**src/rtl/wb_arbiter2_if.sv**
```systemverilog
// Wishbone B3 point-to-point bundle; master drives request fields, slave drives the response.
interface wb_arbiter2_if #(
  parameter int unsigned AW = 32,
  parameter int unsigned DW = 32
);
  localparam int unsigned SW = DW / 8;

  logic [AW-1:0] adr;
  logic [DW-1:0] dat_w;
  logic [DW-1:0] dat_r;
  logic [SW-1:0] sel;
  logic          we;
  logic          cyc;
  logic          stb;
  logic [2:0]    cti;
  logic [1:0]    bte;
  logic          ack;
  logic          err;

  modport master (
    output adr, dat_w, sel, we, cyc, stb, cti, bte,
    input  dat_r, ack, err
  );

  modport slave (
    input  adr, dat_w, sel, we, cyc, stb, cti, bte,
    output dat_r, ack, err
  );
endinterface

```
**src/rtl/wb_arbiter2.sv**
```systemverilog
// Two-master round-robin Wishbone B3 arbiter: grants span a whole cyc envelope,
// a stall watchdog errors out hung slave accesses and drains the owner.
module wb_arbiter2 #(
  parameter int unsigned TIMEOUT = 255
) (
  input  logic          clk,
  input  logic          rst,
  wb_arbiter2_if.slave  m0,
  wb_arbiter2_if.slave  m1,
  wb_arbiter2_if.master s,
  output logic [1:0]    grant_o
);
  localparam int unsigned    WDW     = 16;
  localparam logic [WDW-1:0] WD_LAST = WDW'(TIMEOUT - 1);

  typedef enum logic [1:0] {
    IDLE  = 2'd0,
    OWN0  = 2'd1,
    OWN1  = 2'd2,
    DRAIN = 2'd3
  } state_t;

  state_t         state_q, state_d;
  logic           last_q, last_d;
  logic           owner_q, owner_d;
  logic [WDW-1:0] wdog_q, wdog_d;
  logic [1:0]     grant_d;
  logic           stall_c;

  // Arbitration state, round-robin history, drain owner, watchdog and grant flops
  always_ff @(posedge clk or negedge rst) begin
    if (!rst) begin
      state_q <= IDLE;
      last_q  <= 1'b1;
      owner_q <= 1'b0;
      wdog_q  <= '0;
      grant_o <= '0;
    end else begin
      state_q <= state_d;
      last_q  <= last_d;
      owner_q <= owner_d;
      wdog_q  <= wdog_d;
      grant_o <= grant_d;
    end
  end

  // Next state, bus steering to/from the owner, watchdog count
  always_comb begin
    state_d  = state_q;
    last_d   = last_q;
    owner_d  = owner_q;
    wdog_d   = '0;
    grant_d  = 2'b00;
    stall_c  = 1'b0;
    s.adr    = '0;
    s.dat_w  = '0;
    s.sel    = '0;
    s.we     = 1'b0;
    s.cyc    = 1'b0;
    s.stb    = 1'b0;
    s.cti    = '0;
    s.bte    = '0;
    m0.dat_r = '0;
    m0.ack   = 1'b0;
    m0.err   = 1'b0;
    m1.dat_r = '0;
    m1.ack   = 1'b0;
    m1.err   = 1'b0;

    case (state_q)
      IDLE: begin
        // Both requesting: the master not served last wins
        if (m0.cyc && (!m1.cyc || last_q)) begin
          state_d = OWN0;
          owner_d = 1'b0;
          grant_d = 2'b01;
        end else if (m1.cyc) begin
          state_d = OWN1;
          owner_d = 1'b1;
          grant_d = 2'b10;
        end
      end

      OWN0: begin
        s.adr    = m0.adr;
        s.dat_w  = m0.dat_w;
        s.sel    = m0.sel;
        s.we     = m0.we;
        s.cyc    = m0.cyc;
        s.stb    = m0.stb;
        s.cti    = m0.cti;
        s.bte    = m0.bte;
        m0.dat_r = s.dat_r;
        m0.ack   = s.ack;
        m0.err   = s.err;
        stall_c  = m0.stb && !s.ack && !s.err;
        if (!m0.cyc) begin
          state_d = IDLE;
          last_d  = 1'b0;
        end else if (stall_c && (wdog_q == WD_LAST)) begin
          m0.err  = 1'b1;
          state_d = DRAIN;
        end else begin
          grant_d = 2'b01;
          if (stall_c) wdog_d = wdog_q + WDW'(1);
        end
      end

      OWN1: begin
        s.adr    = m1.adr;
        s.dat_w  = m1.dat_w;
        s.sel    = m1.sel;
        s.we     = m1.we;
        s.cyc    = m1.cyc;
        s.stb    = m1.stb;
        s.cti    = m1.cti;
        s.bte    = m1.bte;
        m1.dat_r = s.dat_r;
        m1.ack   = s.ack;
        m1.err   = s.err;
        stall_c  = m1.stb && !s.ack && !s.err;
        if (!m1.cyc) begin
          state_d = IDLE;
          last_d  = 1'b1;
        end else if (stall_c && (wdog_q == WD_LAST)) begin
          m1.err  = 1'b1;
          state_d = DRAIN;
        end else begin
          grant_d = 2'b10;
          if (stall_c) wdog_d = wdog_q + WDW'(1);
        end
      end

      DRAIN: begin
        // Bus is released; late slave responses are swallowed until the owner lets go
        if (owner_q ? !m1.cyc : !m0.cyc) begin
          state_d = IDLE;
          last_d  = owner_q;
        end
      end

      default: state_d = IDLE;
    endcase
  end
endmodule
```
**src/flat_wrapper.sv**
```systemverilog
// flat-port wrapper written by rule: the top's interface ports become plain ports
module wb_arbiter2_flat 
#(
  parameter int unsigned TIMEOUT = 255
)
  (clk, rst, grant_o, m0_adr, m0_dat_w, m0_sel, m0_we, m0_cyc, m0_stb, m0_cti, m0_bte, m0_dat_r, m0_ack, m0_err, m1_adr, m1_dat_w, m1_sel, m1_we, m1_cyc, m1_stb, m1_cti, m1_bte, m1_dat_r, m1_ack, m1_err, s_adr, s_dat_w, s_sel, s_we, s_cyc, s_stb, s_cti, s_bte, s_dat_r, s_ack, s_err);
  wb_arbiter2_if m0_i ();
  wb_arbiter2_if m1_i ();
  wb_arbiter2_if s_i ();
  input  logic clk;
  input  logic rst;
  output logic [1:0] grant_o;
  input wire logic [$bits(m0_i.adr)-1:0] m0_adr;
  input wire logic [$bits(m0_i.dat_w)-1:0] m0_dat_w;
  input wire logic [$bits(m0_i.sel)-1:0] m0_sel;
  input wire logic [$bits(m0_i.we)-1:0] m0_we;
  input wire logic [$bits(m0_i.cyc)-1:0] m0_cyc;
  input wire logic [$bits(m0_i.stb)-1:0] m0_stb;
  input wire logic [$bits(m0_i.cti)-1:0] m0_cti;
  input wire logic [$bits(m0_i.bte)-1:0] m0_bte;
  output wire logic [$bits(m0_i.dat_r)-1:0] m0_dat_r;
  output wire logic [$bits(m0_i.ack)-1:0] m0_ack;
  output wire logic [$bits(m0_i.err)-1:0] m0_err;
  input wire logic [$bits(m1_i.adr)-1:0] m1_adr;
  input wire logic [$bits(m1_i.dat_w)-1:0] m1_dat_w;
  input wire logic [$bits(m1_i.sel)-1:0] m1_sel;
  input wire logic [$bits(m1_i.we)-1:0] m1_we;
  input wire logic [$bits(m1_i.cyc)-1:0] m1_cyc;
  input wire logic [$bits(m1_i.stb)-1:0] m1_stb;
  input wire logic [$bits(m1_i.cti)-1:0] m1_cti;
  input wire logic [$bits(m1_i.bte)-1:0] m1_bte;
  output wire logic [$bits(m1_i.dat_r)-1:0] m1_dat_r;
  output wire logic [$bits(m1_i.ack)-1:0] m1_ack;
  output wire logic [$bits(m1_i.err)-1:0] m1_err;
  output wire logic [$bits(s_i.adr)-1:0] s_adr;
  output wire logic [$bits(s_i.dat_w)-1:0] s_dat_w;
  output wire logic [$bits(s_i.sel)-1:0] s_sel;
  output wire logic [$bits(s_i.we)-1:0] s_we;
  output wire logic [$bits(s_i.cyc)-1:0] s_cyc;
  output wire logic [$bits(s_i.stb)-1:0] s_stb;
  output wire logic [$bits(s_i.cti)-1:0] s_cti;
  output wire logic [$bits(s_i.bte)-1:0] s_bte;
  input wire logic [$bits(s_i.dat_r)-1:0] s_dat_r;
  input wire logic [$bits(s_i.ack)-1:0] s_ack;
  input wire logic [$bits(s_i.err)-1:0] s_err;
  assign m0_i.adr = m0_adr;
  assign m0_i.dat_w = m0_dat_w;
  assign m0_i.sel = m0_sel;
  assign m0_i.we = m0_we;
  assign m0_i.cyc = m0_cyc;
  assign m0_i.stb = m0_stb;
  assign m0_i.cti = m0_cti;
  assign m0_i.bte = m0_bte;
  assign m0_dat_r = m0_i.dat_r;
  assign m0_ack = m0_i.ack;
  assign m0_err = m0_i.err;
  assign m1_i.adr = m1_adr;
  assign m1_i.dat_w = m1_dat_w;
  assign m1_i.sel = m1_sel;
  assign m1_i.we = m1_we;
  assign m1_i.cyc = m1_cyc;
  assign m1_i.stb = m1_stb;
  assign m1_i.cti = m1_cti;
  assign m1_i.bte = m1_bte;
  assign m1_dat_r = m1_i.dat_r;
  assign m1_ack = m1_i.ack;
  assign m1_err = m1_i.err;
  assign s_adr = s_i.adr;
  assign s_dat_w = s_i.dat_w;
  assign s_sel = s_i.sel;
  assign s_we = s_i.we;
  assign s_cyc = s_i.cyc;
  assign s_stb = s_i.stb;
  assign s_cti = s_i.cti;
  assign s_bte = s_i.bte;
  assign s_i.dat_r = s_dat_r;
  assign s_i.ack = s_ack;
  assign s_i.err = s_err;
  wb_arbiter2 #(.TIMEOUT(TIMEOUT)) u_core (.clk(clk), .rst(rst), .m0(m0_i), .m1(m1_i), .s(s_i), .grant_o(grant_o));
endmodule
```
**config.mk**
```make
export PLATFORM = sky130hd
export DESIGN_NAME = wb_arbiter2_flat
export DESIGN_NICKNAME = d
export VERILOG_FILES = /design/src/rtl/wb_arbiter2_if.sv /design/src/rtl/wb_arbiter2.sv /design/src/flat_wrapper.sv
export SDC_FILE = /design/constraint.sdc
export NUM_CORES = 1
export LEC_CHECK = 0
export ABC_CLOCK_PERIOD_IN_PS = 2700
export BUFFER_PORTS_ARGS = -buffer_cell sky130_fd_sc_hd__buf_2
export CORE_AREA = 2 2 130 132
export CTS_BUF_LIST = sky130_fd_sc_hd__clkbuf_16
export CTS_CLUSTER_DIAMETER = 50
export DETAILED_ROUTE_END_ITERATION = 16
export DIE_AREA = 0 0 132 134
export SLEW_MARGIN = 20
export SYNTH_ARGS = -nofsm -noshare
export SYNTH_HDL_FRONTEND = slang
export SYNTH_SLANG_ARGS = --single-unit
```
**constraint.sdc**
```tcl
create_clock -name clk -period 2.7 [get_ports clk]
set_input_delay 0.27 -clock clk [delete_from_list [all_inputs] [get_ports clk]]
set_output_delay 0.27 -clock clk [all_outputs]
set_load 0.02 [all_outputs]
```
# [After elaboration in Yosys (flattened, before gate mapping)]
# Cells that the tools add are included.
[op_classes] muxes=47 eq_ne=10 n_addsub=1 reduce_logical=18
[op_table] cell="$pmux 32 s2" count=2
[op_table] cell="$mux 16" count=6
[op_table] cell="$mux 32" count=2
[op_table] cell="$pmux 16 s2" count=1
[op_table] cell="$mux 2" count=12
[op_table] cell="$add 16x1->16 const B" count=1
[op_table] cell="$eq 16x8->1 const B" count=1
[op_table] cell="$mux 1" count=15
[op_table] cell="$ne 3x2->1 const B" count=3
[op_table] cell="$pmux 2 s4" count=1
[op_table] cell="$pmux 4 s2" count=1
[op_table] cell="$reduce_and 4->1" count=2
[op_table] cell="$logic_and 1x1->1" count=7
[op_table] cell="$pmux 1 s2" count=3
[op_table] cell="$pmux 2 s3" count=1
[op_table] cell="$pmux 3 s2" count=1
[op_table] cell="$eq 2x2->1 const B" count=2
[op_table] cell="$logic_not 1->1" count=4
[op_table] cell="$ne 2x2->1 const B" count=2
[op_table] cell="$pmux 2 s2" count=1
[op_table] cell="$pmux 1 s3" count=1
[op_table] cell="$reduce_bool 3->1" count=1
[op_table] cell="$eq 2x1->1 const B" count=1
[op_table] cell="$logic_not 2->1" count=1
[op_table] cell="other kinds (4)" count=4
[totals] regBits=22 out_inout_bits=146 wordCells=81

# [Depth between registers and ports, before layout]
# Gate-level depths: netlist of the first run.
[depth] ltp_word=7 mapped_depth=7 depth_no_buf=7

# [Worst setup path after synthesis of the first run]
# Ideal clock, no wire load.
[synth_timing] kind="reg-to-reg" startpoint="register u_core.wdog_q[0]" endpoint="register u_core.state_q[0]" path_slack_ns=0.689 t_arrival_ns=1.889 path_stages_with_launch=8 required_ns=2.579 n_path_buf=0 setup_time_ns=0.121 cell_sequence="dfrtp_1 inv_1 ha_1 nor4b_4 nand4_2 or4b_1 a22o_1 o22a_1"
[synth_via] elab_chain_cells=4 elab_cells_between_ends=6
[synth_rtl] item="start: declaration" line="wb_arbiter2.sv:26" text="logic [WDW-1:0] wdog_q, wdog_d;"
[synth_rtl] item="start signal: assignment" line="wb_arbiter2.sv:42" text="wdog_q <= wdog_d;"
[synth_rtl] item="$eq 16x8->1 (*)" line="wb_arbiter2.sv:100, wb_arbiter2.sv:125"
[synth_rtl] item="$logic_and 1x1->1 (on tied branches)" line="wb_arbiter2.sv:125, wb_arbiter2.sv:100"
[synth_rtl] item="$ne 3x2->1 (no line)"
[synth_rtl] item="$reduce_and 4->1 (no line) (*)"
[synth_rtl] item="end signal: assignment" line="wb_arbiter2.sv:39" text="state_q <= state_d;"
[synth_rtl] item="end: declaration" line="wb_arbiter2.sv:23" text="state_t state_q, state_d;"
# Mark *: on every way between the ends. The rest lies on a longest branch, timed or not.
# A chain may end at the register's enable or synchronous reset.

# [Worst setup path after layout of the first run]
[layout_timing] startpoint="register u_core.state_q[1]" endpoint="output port s_adr[27]"
[layout_via] elab_chain_cells=2 elab_cells_between_ends=3
[layout_rtl] item="$eq 2x2->1 or $eq 2x1->1 (tied branches)" line="wb_arbiter2.sv:70" text="case (state_q)"
[layout_rtl] item="$pmux 32 s2 (*)" line="wb_arbiter2.sv:70"
[layout_rtl] item="end: declaration" line="flat_wrapper.sv:35" text="output wire logic [$bits(s_i.adr)-1:0] s_adr;"
# Marked as above.

==> results of run 1 <==
==> registers in the layout, indices dropped and copies added, names as in the netlist <==
register,cells
u_core.owner_q,1
u_core.grant_o,2
u_core.state_q,2
u_core.wdog_q,16
u_core.last_q,1
==> critical path, cell delays in order (launching register included) <==
cell and delay [ns]:
dfrtp_1 0.41, inv_1 0.15, ha_4 0.51, buf_4 0.32, a22oi_1 0.09, nor2b_1 0.14, buf_2 0.22
==> per-layer routing <==
layer	track usage	vias to the layer above	share of wire
met2	0.2512	171	0.48
li1	-	1983	-
met1	0.2281	1879	0.45
met3	0.02419	4	0.072
met5	0	-	0
met4	0.005435	0	0.0028
==> cells by family (layout without fill, tap and decap cells) <==
logic type / after synthesis / count (layout) / share of synthesized area
DFF: 22 / 22 / 0.1937
adders and majority gates: 6 / 6 / 0.02635
AOI/OAI and AO/OA: 101 / 101 / 0.2508
buffers and inverters: 41 / 356 / 0.05402
and+or+nand+nor: 206 / 206 / 0.4374
xor gates and xnor gates: 10 / 10 / 0.03074
muxes: 2 / 2 / 0.007027
other: 0 / 2 / 0
==> worst paths after layout <==
kind | from | endpoint | slack, ns | cells past startpoint
max | u_core.state_q[1] | s_adr[27] | 0.31 | 6
min | m0_cyc | u_core.grant_o[0] | 0.34 | 3
max reg2reg | u_core.wdog_q[0] | u_core.state_q[0] | 0.54 | 7
min reg2reg | u_core.wdog_q[0] | u_core.wdog_q[0] | 0.49 | 1
max in group asynchronous | rst | u_core.last_q | 1.81 | 2
min in group asynchronous | rst | u_core.wdog_q[6] | 0.52 | 2
==> report_power, final <==
part	total, mW	switching [mW]	internal [mW]
clock	0.307	0.110	0.197
combinational	4.36	2.68	1.68
sequential	0.422	0.0443	0.378
==> metrics by stage <==
step | power (mW) | hold WS (ns)
after floorplan | 3.259 | -0.02559
final | 5.091 | 0.3418
after global routing | 5.469 | 0.3735
after detailed placement | 4.814 | 0.2687
after CTS | 5.134 | 0.3337
after global placement | 4.823 | 0.2632
==> Yosys cell counts <==
library cell	number	area share
ha_1	6	0.026
dfstp_2	1	0.0092
or4b_1	1	0.0035
a22oi_1	75	0.20
nor3_1	1	0.0018
o21ai_0	10	0.018
nand2b_1	1	0.0022
nor2_1	18	0.024
nor2b_1	79	0.17
dfrtp_1	21	0.18
a32o_1	1	0.0035
buf_1	2	0.0026
mux2i_1	2	0.0070
or3_1	4	0.0088
nor4b_1	1	0.0031
inv_1	7	0.0092
nand4_1	5	0.011
and2_1	69	0.15
or2_2	1	0.0022
nor3b_1	1	0.0026
nand2_1	13	0.017
o21a_1	1	0.0026
xor2_1	5	0.015
nor4b_4	1	0.0083
a22o_1	1	0.0031
nand4_2	1	0.0044
a21oi_1	9	0.016
and3_1	1	0.0022
clkbuf_1	32	0.042
nand3_1	6	0.011
o22ai_1	1	0.0022
a21boi_1	1	0.0026
o22a_1	1	0.0031
xnor2_1	5	0.015
o31ai_1	1	0.0026
nor4b_2	1	0.0053
or3_2	1	0.0026
and4_1	1	0.0031
==> timing repair <==
| item | CTS | global route |
|---|---|---|
| endpoints found under the hold margin | 11 | 0 |
| hold buffers | 1 | 0 |
| setup endpoints to repair | 0 | 0 |
==> final cells by class <==
type	instances	area, um2	area share
Multi-Input combinational cell	325	2171	0.4437
Timing Repair Buffer	345	1784	0.3647
Sequential cell	22	551.8	0.1128
Tap cell	220	275.3	0.05627
Clock buffer	3	75.07	0.01535
Inverter	7	26.28	0.005371
Antenna cell	2	5.005	0.001023
Clock inverter	1	3.754	0.0007673
==> qor.csv, run 1 <==
metric,value,unit
die_y,134,um
tritoncts,done,
power_per_cell_area,1041,nW/um2
ios,334,
end_kind,primary output,
setup_viol,0,
fillerInstances,1819,
status,finished clean,
fin_cells,925,
worstSetupStartpointType,flop,
required,2.43,ns
fin_tns_setup,0,ns
rsz0062_at_grt,no,
core,16290,um2
first_global_vias,3767,
worstSetupPathType,reg -> out,
grt_max_degree,71,
fin_crit_sh,0.8839,
fin_crit,2.387,ns
drc,0,
routed_wl,14.90,mm
syn-cell-area,2849,um2
worst_pin_slew,0.5467,ns
maxSlewHeadroom,0.6356,
dieArea,17690,um2
synth_cell_types,38,
ys_ff_latch,22,
row_count,47,
overflow,0,
cts_root_buffer,clkbuf_16,
initial_core_util,0.1749,
ir_drop,0.4080,mV
ant_nets,0,
firstDrtPassIters,5,
slew_violations,0,
dpl_cell_area,4798,um2
setup_slack,0.3135,ns
drv_cap,0,
dr_total_vias,4037,
ys_seq_area_frac,0.1937,
die_w,132,um
finalHoldViolCount,0,
arrival,2.12,ns
post-cts-setup-buffer-count,0,
fmax,419.0,MHz
syn_avg_cell_area,7.343,um2
grt_first_pass_wirelength,22.03,mm
stdcell_area,4892,um2
fin_skew,0.002267,ns
io_buffers,333,
dp_slack,0.5468,ns
syn-num-nets,582,
grtUsageTotal,0.1550,
drive_gt1_frac,0.5064,
drt-initial-drc-count,265,
antenna_found_initial,2,
area_delta_synth_final,71.72,%
final_common_cell,buf_2,
hpwl,12.28,mm
cts_resized,0,
gp_congestion,0.8366,
dp.cells,918,
cp_max_fo,57,
layout_common_cells,"buf_2, nor2b_1, a22oi_1, and2_1, dfrtp_1",
htree_levels,1,
path_clk_slew,0.05,ns
netlist_instances,388,
yosys_warnings,0,
leakage,2.579,nW
nNetsFinal,898,
cts_buffers,3,
insertion_delay,0.25,ns
clock-sinks,22,
clk_path_buf_depth,2,
hold_path_class,in -> reg,
detail_route.wl_per_cell,16.11,um
viasPerCell,4.364,
final_util,0.3003,
Note: power is estimated with default switching activity, not from simulation.
==> inputs of run 2 (changes only) <==
Settings changed: ABC_CLOCK_PERIOD_IN_PS 2700 to 2690.
Clock period 2.7 ns to 2.69 ns, I/O delays scaled along.
==> run 2 against run 1 <==
The flow now finishes with violations (hold timing). Power increased by 0.78%. First-iteration DRC count fell by 1.1%. Clock power grew 3%. Hold slack got worse by 0.37 ns. Combinational power is essentially flat. Clock skew is 0.0029 ns higher. Sequential power up 1%. Non-clock buffer count fell by 1. Core utilization down 0.077 points. Critical path depth unchanged. Via count increased by 0.84%. Final cell count fell by 0.22%.
==> qor.csv, run 2 (synthesized netlist as in run 1, its figures left out) <==
metric,value,unit,change
ant_nets,0,,unchanged
first_global_vias,3747,,-0.53%
grtUsageTotal,0.1546,,-0.0003946
end_kind,primary output,,
power_per_cell_area,1051,nW/um2,+1.0%
core,16290,um2,unchanged
status,"complete, but fails checks",,
layout_common_cells,"buf_2, nor2b_1, a22oi_1, and2_1, dfrtp_1",,
viasPerCell,4.411,,+1.1%
cp_max_fo,39,,-32%
fin_crit,2.361,ns,
grt_max_degree,60,,-15%
wl_met2,6.923,mm,-2.7%
htree_levels,1,,unchanged
worstSetupStartpointType,flop,,
gp_congestion,0.8012,,-4.2%
cts_buffers,3,,unchanged
io_buffers,333,,unchanged
routed_wl,14.84,mm,-0.44%
cts_root_buffer,clkbuf_16,,
fin_tns_setup,0,ns,unchanged
met3_length,879,um,-18%
combinationalPowerShare,0.855,,-0.002
required,2.42,ns,about the same
top_register,u_core.wdog_q,,
clock-sinks,22,,unchanged
fin_crit_sh,0.8778,,
fin_skew,0.005216,ns,+0.002949 ns
fillerInstances,1819,,unchanged
area_delta_synth_final,71.28,%,
dieArea,17690,um2,unchanged
drt-initial-drc-count,262,,-1.1%
drc,0,,unchanged
final_common_cell,buf_2,,
violations,hold timing,,
rsz0062_at_grt,no,,
firstDrtPassIters,4,,-1
p_seq_frac,0.083,,about the same
fmax,423.5,MHz,
hpwl,12.30,mm,+0.13%
p_clk_frac,0.062,,+0.002
drive_gt1_frac,0.5071,,+0.0007214
post-cts-setup-buffer-count,0,,unchanged
ios,334,,unchanged
multi_input_area,2171,um2,unchanged
hold_slack,-0.02759,ns,-0.3694 ns
slew_violations,0,,unchanged
worst_pin_slew,0.5035,ns,-0.04314 ns
setup_slack,0.3287,ns,+0.01522 ns
hold_buffers,0,,-1
dr_total_vias,4071,,+0.84%
die_w,132,um,unchanged
p_switching,2.857,mW,+0.88%
die_y,134,um,unchanged
seq_area,551.8,um2,unchanged
fin_cells,923,,-0.22%
arrival,2.09,ns,-0.03 ns
hold_path_class,in -> async,,
initial_core_util,0.1749,,unchanged
dp.cells,918,,unchanged
detail_route.wl_per_cell,16.07,um,-0.23%
antenna_found_initial,2,,unchanged
drt-met1-wl,6.892,mm,+3.1%
leakage,2.574,nW,-0.17%
nNetsFinal,897,,-0.11%
ir_drop,0.4977,mV,+22%
tritoncts,done,,
p_sw_frac,0.5569,,+0.0005818
insertion_delay,0.26,ns,about the same
maxSlewHeadroom,0.6643,,+0.02876
power,5.131,mW,+0.78%
row_count,47,,unchanged
worstSetupPathType,reg -> out,,
dr.max_layer_used,met5,,
largest_reg_flops,16,,unchanged
largest_registers,"u_core.wdog_q: 16 flops, u_core.grant_o: 2 flops, u_core.state_q: 2 flops",,
grt_first_pass_wirelength,21.74,mm,-1.3%
setup_viol,0,,unchanged
dp_slack,0.5338,ns,-0.01297 ns
drv_cap,0,,unchanged
overflow,0,,unchanged
path_clk_slew,0.06,ns,about the same
finalHoldViolCount,21,,+21
cts_resized,0,,unchanged
clk_path_buf_depth,2,,unchanged
p_int,2.274,mW,+0.64%
==> run 2: cell count changes in the layout (fill, tap and decap cells not counted) <==
cell,previous run,this run
diode_2,2,1
dlygate4sd3_1,1,0
==> run 2: worst max-delay path, stage by stage (launching register included) <==
cell and delay, ns:
dfrtp_1 0.43, inv_1 0.15, ha_4 0.44, buf_4 0.36
a22oi_1 0.15, nor2b_1 0.12, buf_2 0.17
==> run 2: final cells by class <==
class	count	share of cell area
Antenna cell	1	0.0005128
Inverter	7	0.005385
Timing Repair Buffer	344	0.3636
Multi-Input combinational cell	325	0.4449
Tap cell	220	0.05641
Clock buffer	3	0.01538
Sequential cell	22	0.1131
Clock inverter	1	0.0007692
==> run 2: worst paths after layout <==
path | start | to | slack, ns | depth (start not counted)
setup / recovery | u_core.state_q[0] | s_adr[17] | 0.33 | 6
hold / removal | rst | u_core.wdog_q[0] | -0.03 | 1
setup reg to reg | u_core.wdog_q[0] | u_core.state_q[0] | 0.50 | 7
hold reg to reg | u_core.wdog_q[0] | u_core.wdog_q[0] | 0.48 | 1
max in group asynchronous | rst | u_core.last_q | 2.35 | 1
min in group clk | m0_cyc | u_core.grant_o[0] | 0.34 | 3
==> run 2: metrics by stage <==
stage	area, um2	utilization	hold slack [ns]
floorplan	2849	-	-0.02659
finish	4880	0.2996	-0.02759
CTS	4877	0.2994	0.001709
global route	4877	0.2994	0.01266
global placement	4798	0.2946	0.2605
detailed placement	4798	0.2946	0.2725
==> run 2: per-layer routing <==
metal	GRT usage	vias up
met1	0.2287	1899
met4	0.01812	2
met5	0	-
met3	0.02608	15
met2	0.2416	172
li1	-	1983
==> run 2: power groups by stage <==
stage	registers, mW	clock network, mW	logic, mW
4_1_cts	0.427	0.326	4.43
6_report	0.428	0.316	4.39
3_5_place_dp	0.432	0	4.41
5_1_grt	0.435	0.340	4.75
2_1_floorplan	0.428	0	2.84
3_3_place_gp	0.433	0	4.41
==> inputs of run 3 (changes only) <==
--- a/config.mk
+++ b/config.mk
@@ -7,5 +7,6 @@
 export LEC_CHECK = 0
+export ABC_AREA = 1
 export ABC_CLOCK_PERIOD_IN_PS = 2690
 export BUFFER_PORTS_ARGS = -buffer_cell sky130_fd_sc_hd__buf_2
-export CORE_AREA = 2 2 130 132
+export CORE_AREA = 2 2 129 131
 export CTS_BUF_LIST = sky130_fd_sc_hd__clkbuf_16
@@ -13,3 +14,3 @@
 export DETAILED_ROUTE_END_ITERATION = 16
-export DIE_AREA = 0 0 132 134
+export DIE_AREA = 0 0 131 133
 export SLEW_MARGIN = 20
==> constraint.sdc (replaced) <==
create_clock -name clk -period 2.69 [get_ports clk]
set_input_delay 0.6725 -clock clk [delete_from_list [all_inputs] [get_ports clk]]
set_output_delay 0.6725 -clock clk [all_outputs]
set_load 0.02 [all_outputs]
==> run 3 against run 2 <==
The run now ends clean. Power decreased by 17%. Synthesized area increased by 1.7%. Register-to-register slack better by 0.45 ns. Clock skew down 0.0030 ns. Sequential power shrank 1%. Setup slack lost 0.20 ns. Combinational power is 20% lower. Largest cell class unchanged. Largest power group unchanged.
==> qor.csv, run 3 <==
metric,value,unit,change
crit_end,s_dat_w[20],,
dieArea,17420,um2,-1.5%
yosys_warnings,0,,unchanged
antenna_cells,0,,-1
synth_area_leader_cell,nand2_1,,
required,2.02,ns,-0.40 ns
setup_viol,0,,unchanged
htree_levels,1,,unchanged
leakage,3.205,nW,+25%
clk_path_buf_depth,2,,unchanged
overflow,0,,unchanged
ys_seq_area_frac,0.1905,,-0.003179
rrSetupSlack,0.95,ns,+0.45 ns
drt-met1-wl,5.618,mm,-18%
status,finished clean,,
tritoncts,done,,
synthTopCellsByCount,"nand2_1, inv_1, a21oi_1",,
nNetsFinal,1076,,+20%
layout_common_cells,"buf_2, nand2_1, inv_1, a21oi_1, nor2_1",,
clock-sinks,22,,unchanged
ir_drop,0.3376,mV,-32%
synth_area_leaders,"nand2_1, dfrtp_1, a21oi_1, inv_1, nor2_1",,
maxSlewHeadroom,0.6652,,+0.0008890
drt-initial-drc-count,198,,-24%
row_count,47,,unchanged
synth_edf_count,0,,unchanged
end_kind,primary output,,
core,16170,um2,-0.72%
power_per_cell_area,847.3,nW/um2,-19%
drc,0,,unchanged
final_common_cell,buf_2,,
syn-num-nets,757,,+30%
cp_max_fo,42,,+7.7%
fin_crit_sh,0.9522,,+0.07442
r2r-end,u_core.last_q,,
die_w,131,um,-0.76%
gp_congestion,0.8150,,+1.7%
die_y,133,um,-0.75%
fin_skew,0.002242,ns,-0.002974 ns
routed_wl,13.20,mm,-11%
ant_nets,0,,unchanged
finalHoldViolCount,0,,-100%
drive_gt1_frac,0.4222,,-0.08488
io_buffers,333,,unchanged
path_clk_slew,0.06,ns,about the same
ios,334,,unchanged
power,4.234,mW,-17%
dr_total_vias,4458,,+9.5%
synth_top_cell_area_share,0.3240,,+0.1263
critPathSlowestCell,dfrtp_2,,
fmax,390.4,MHz,-7.8%
grt_first_pass_wirelength,18.53,mm,-15%
netlist_instances,563,,+45%
syn-cell-area,2897,um2,+1.7%
async_flop_share,1.000,,unchanged
grtUsageTotal,0.1323,,-0.02235
arrival,1.89,ns,-0.20 ns
dp_slack,0.1482,ns,-0.3856 ns
worst_pin_slew,0.5022,ns,-0.001333 ns
dr.max_layer_used,met4,,
synth_cell_types,25,,-34%
rsz0062_at_grt,no,,
fin_tns_setup,0,ns,unchanged
crit_path_cell_trace,inv_1 > ha_2 > inv_4 > buf_12 > a21oi_1 > buf_2,,
fin_cells,1101,,+19%
insertion_delay,0.25,ns,about the same
slew_violations,0,,unchanged
max_stage_delay,0.41,ns,-0.03 ns
setup_slack,0.1285,ns,-0.2002 ns
cts_root_buffer,clkbuf_16,,
first_global_vias,3808,,+1.6%
syn_avg_cell_area,5.145,um2,-30%
antenna_found_initial,0,,-2
firstDrtPassIters,4,,unchanged
fin_crit,2.561,ns,+0.2002 ns
drv_cap,0,,unchanged
area_delta_synth_final,72.53,%,
dp.cells,1095,,+19%
met3_length,1.198,mm,+36%
hold_path_class,in -> async,,
initial_core_util,0.1791,,+0.004212
wl_met2,6.308,mm,-8.9%
largest_reg_flops,16,,unchanged
top_register,u_core.wdog_q,,
worstSetupPathType,reg -> out,,
ys_ff_latch,22,,unchanged
synthFlopType,dfrtp_1,,
worstSetupStartpointType,flop,,
r2r_cells,7,,unchanged
timing.rr.start,u_core.state_q[0],,
detail_route.wl_per_cell,11.99,um,-25%
yosysMostFrequentCell,nand2_1,,
startpoint,u_core.state_q[0],,
largest_registers,"u_core.wdog_q: 16 flops, u_core.grant_o: 2 flops, u_core.state_q: 2 flops",,
cts_buffers,3,,unchanged
grt_max_degree,43,,-28%
hpwl,10.99,mm,-11%
viasPerCell,4.049,,-8.2%
==> run 3: cell types whose count changed after synthesis, sizes merged, moves of 17 or more <==
cell	change
a21oi	+72
a22oi	-74
and2	-69
inv	+81
nand2	+244
nor2	+17
nor2b	-79
==> run 3: final cells by class <==
type                            count  area (um2)
Tap cell                          220       275.3
Sequential cell                    22       554.3
Multi-Input combinational cell    420        1909
Inverter                           88       332.8
Clock buffer                        3       75.07
Fill cell                        1807       11170
Clock inverter                      1       3.754
Timing Repair Buffer              347        1847
==> run 3: worst max-delay path, delay by kind of cell, from the launching register on <==
kind,cells,cell delay (ns)
adder cells (fa/ha/maj),1,0.38
AO/OA/AOI/OAI,1,0.21
flip-flops,1,0.41
buffers and inverters,4,0.60
==> run 3: metal layers <==
metal  GRT usage  vias up
met5           0        -
met4     0.01891        0
met3     0.02305       10
met2      0.2346      215
met1      0.1697     1904
li1            -     2329
==> run 3: how the worst min path moves through the flow <==
stage                startpoint                 to
6_report                    rst   u_core.wdog_q[9]
3_5_place_dp   u_core.wdog_q[0]   u_core.wdog_q[0]
4_1_cts                     rst   u_core.wdog_q[9]
3_3_place_gp   u_core.wdog_q[0]   u_core.wdog_q[0]
5_1_grt                     rst   u_core.wdog_q[9]
2_1_floorplan               rst  u_core.grant_o[0]
==> run 3: logic make-up after synthesis <==
family          count (synthesis)  share of synthesized area
simple gates                  312                     0.4268
buf+inv                       121                     0.1637
compound gates                 90                     0.1568
flops                          22                     0.1905
xor+xnor                       12                    0.03629
fa+ha+maj                       6                    0.02592
==> run 3: metrics by stage <==
stage	utilization	instance area [um2]	hold slack, ns
after floorplan	-	2897	0.3769
after detailed placement	0.3013	4872	0.4788
after CTS	0.3070	4965	0.4033
after global routing	0.3090	4997	0.4199
after global placement	0.3013	4872	0.4770
final	0.3090	4997	0.3838
==> run 3: what timing repair did <==
action | CTS | global route
buffers inserted | 0 | 2
hold buffers | 0 | 0
resized for setup | 4 | 3
pin swaps | 0 | 0
setup endpoints to repair | 35 | 19
==> run 3: report_power, final <==
| part | internal, mW | switching [mW] | total, mW |
|---|---|---|---|
| Combinational | 1.14 | 2.36 | 3.50 |
| Sequential | 0.384 | 0.0379 | 0.422 |
| Clock | 0.198 | 0.113 | 0.311 |
| Total | 1.72 | 2.51 | 4.23 |
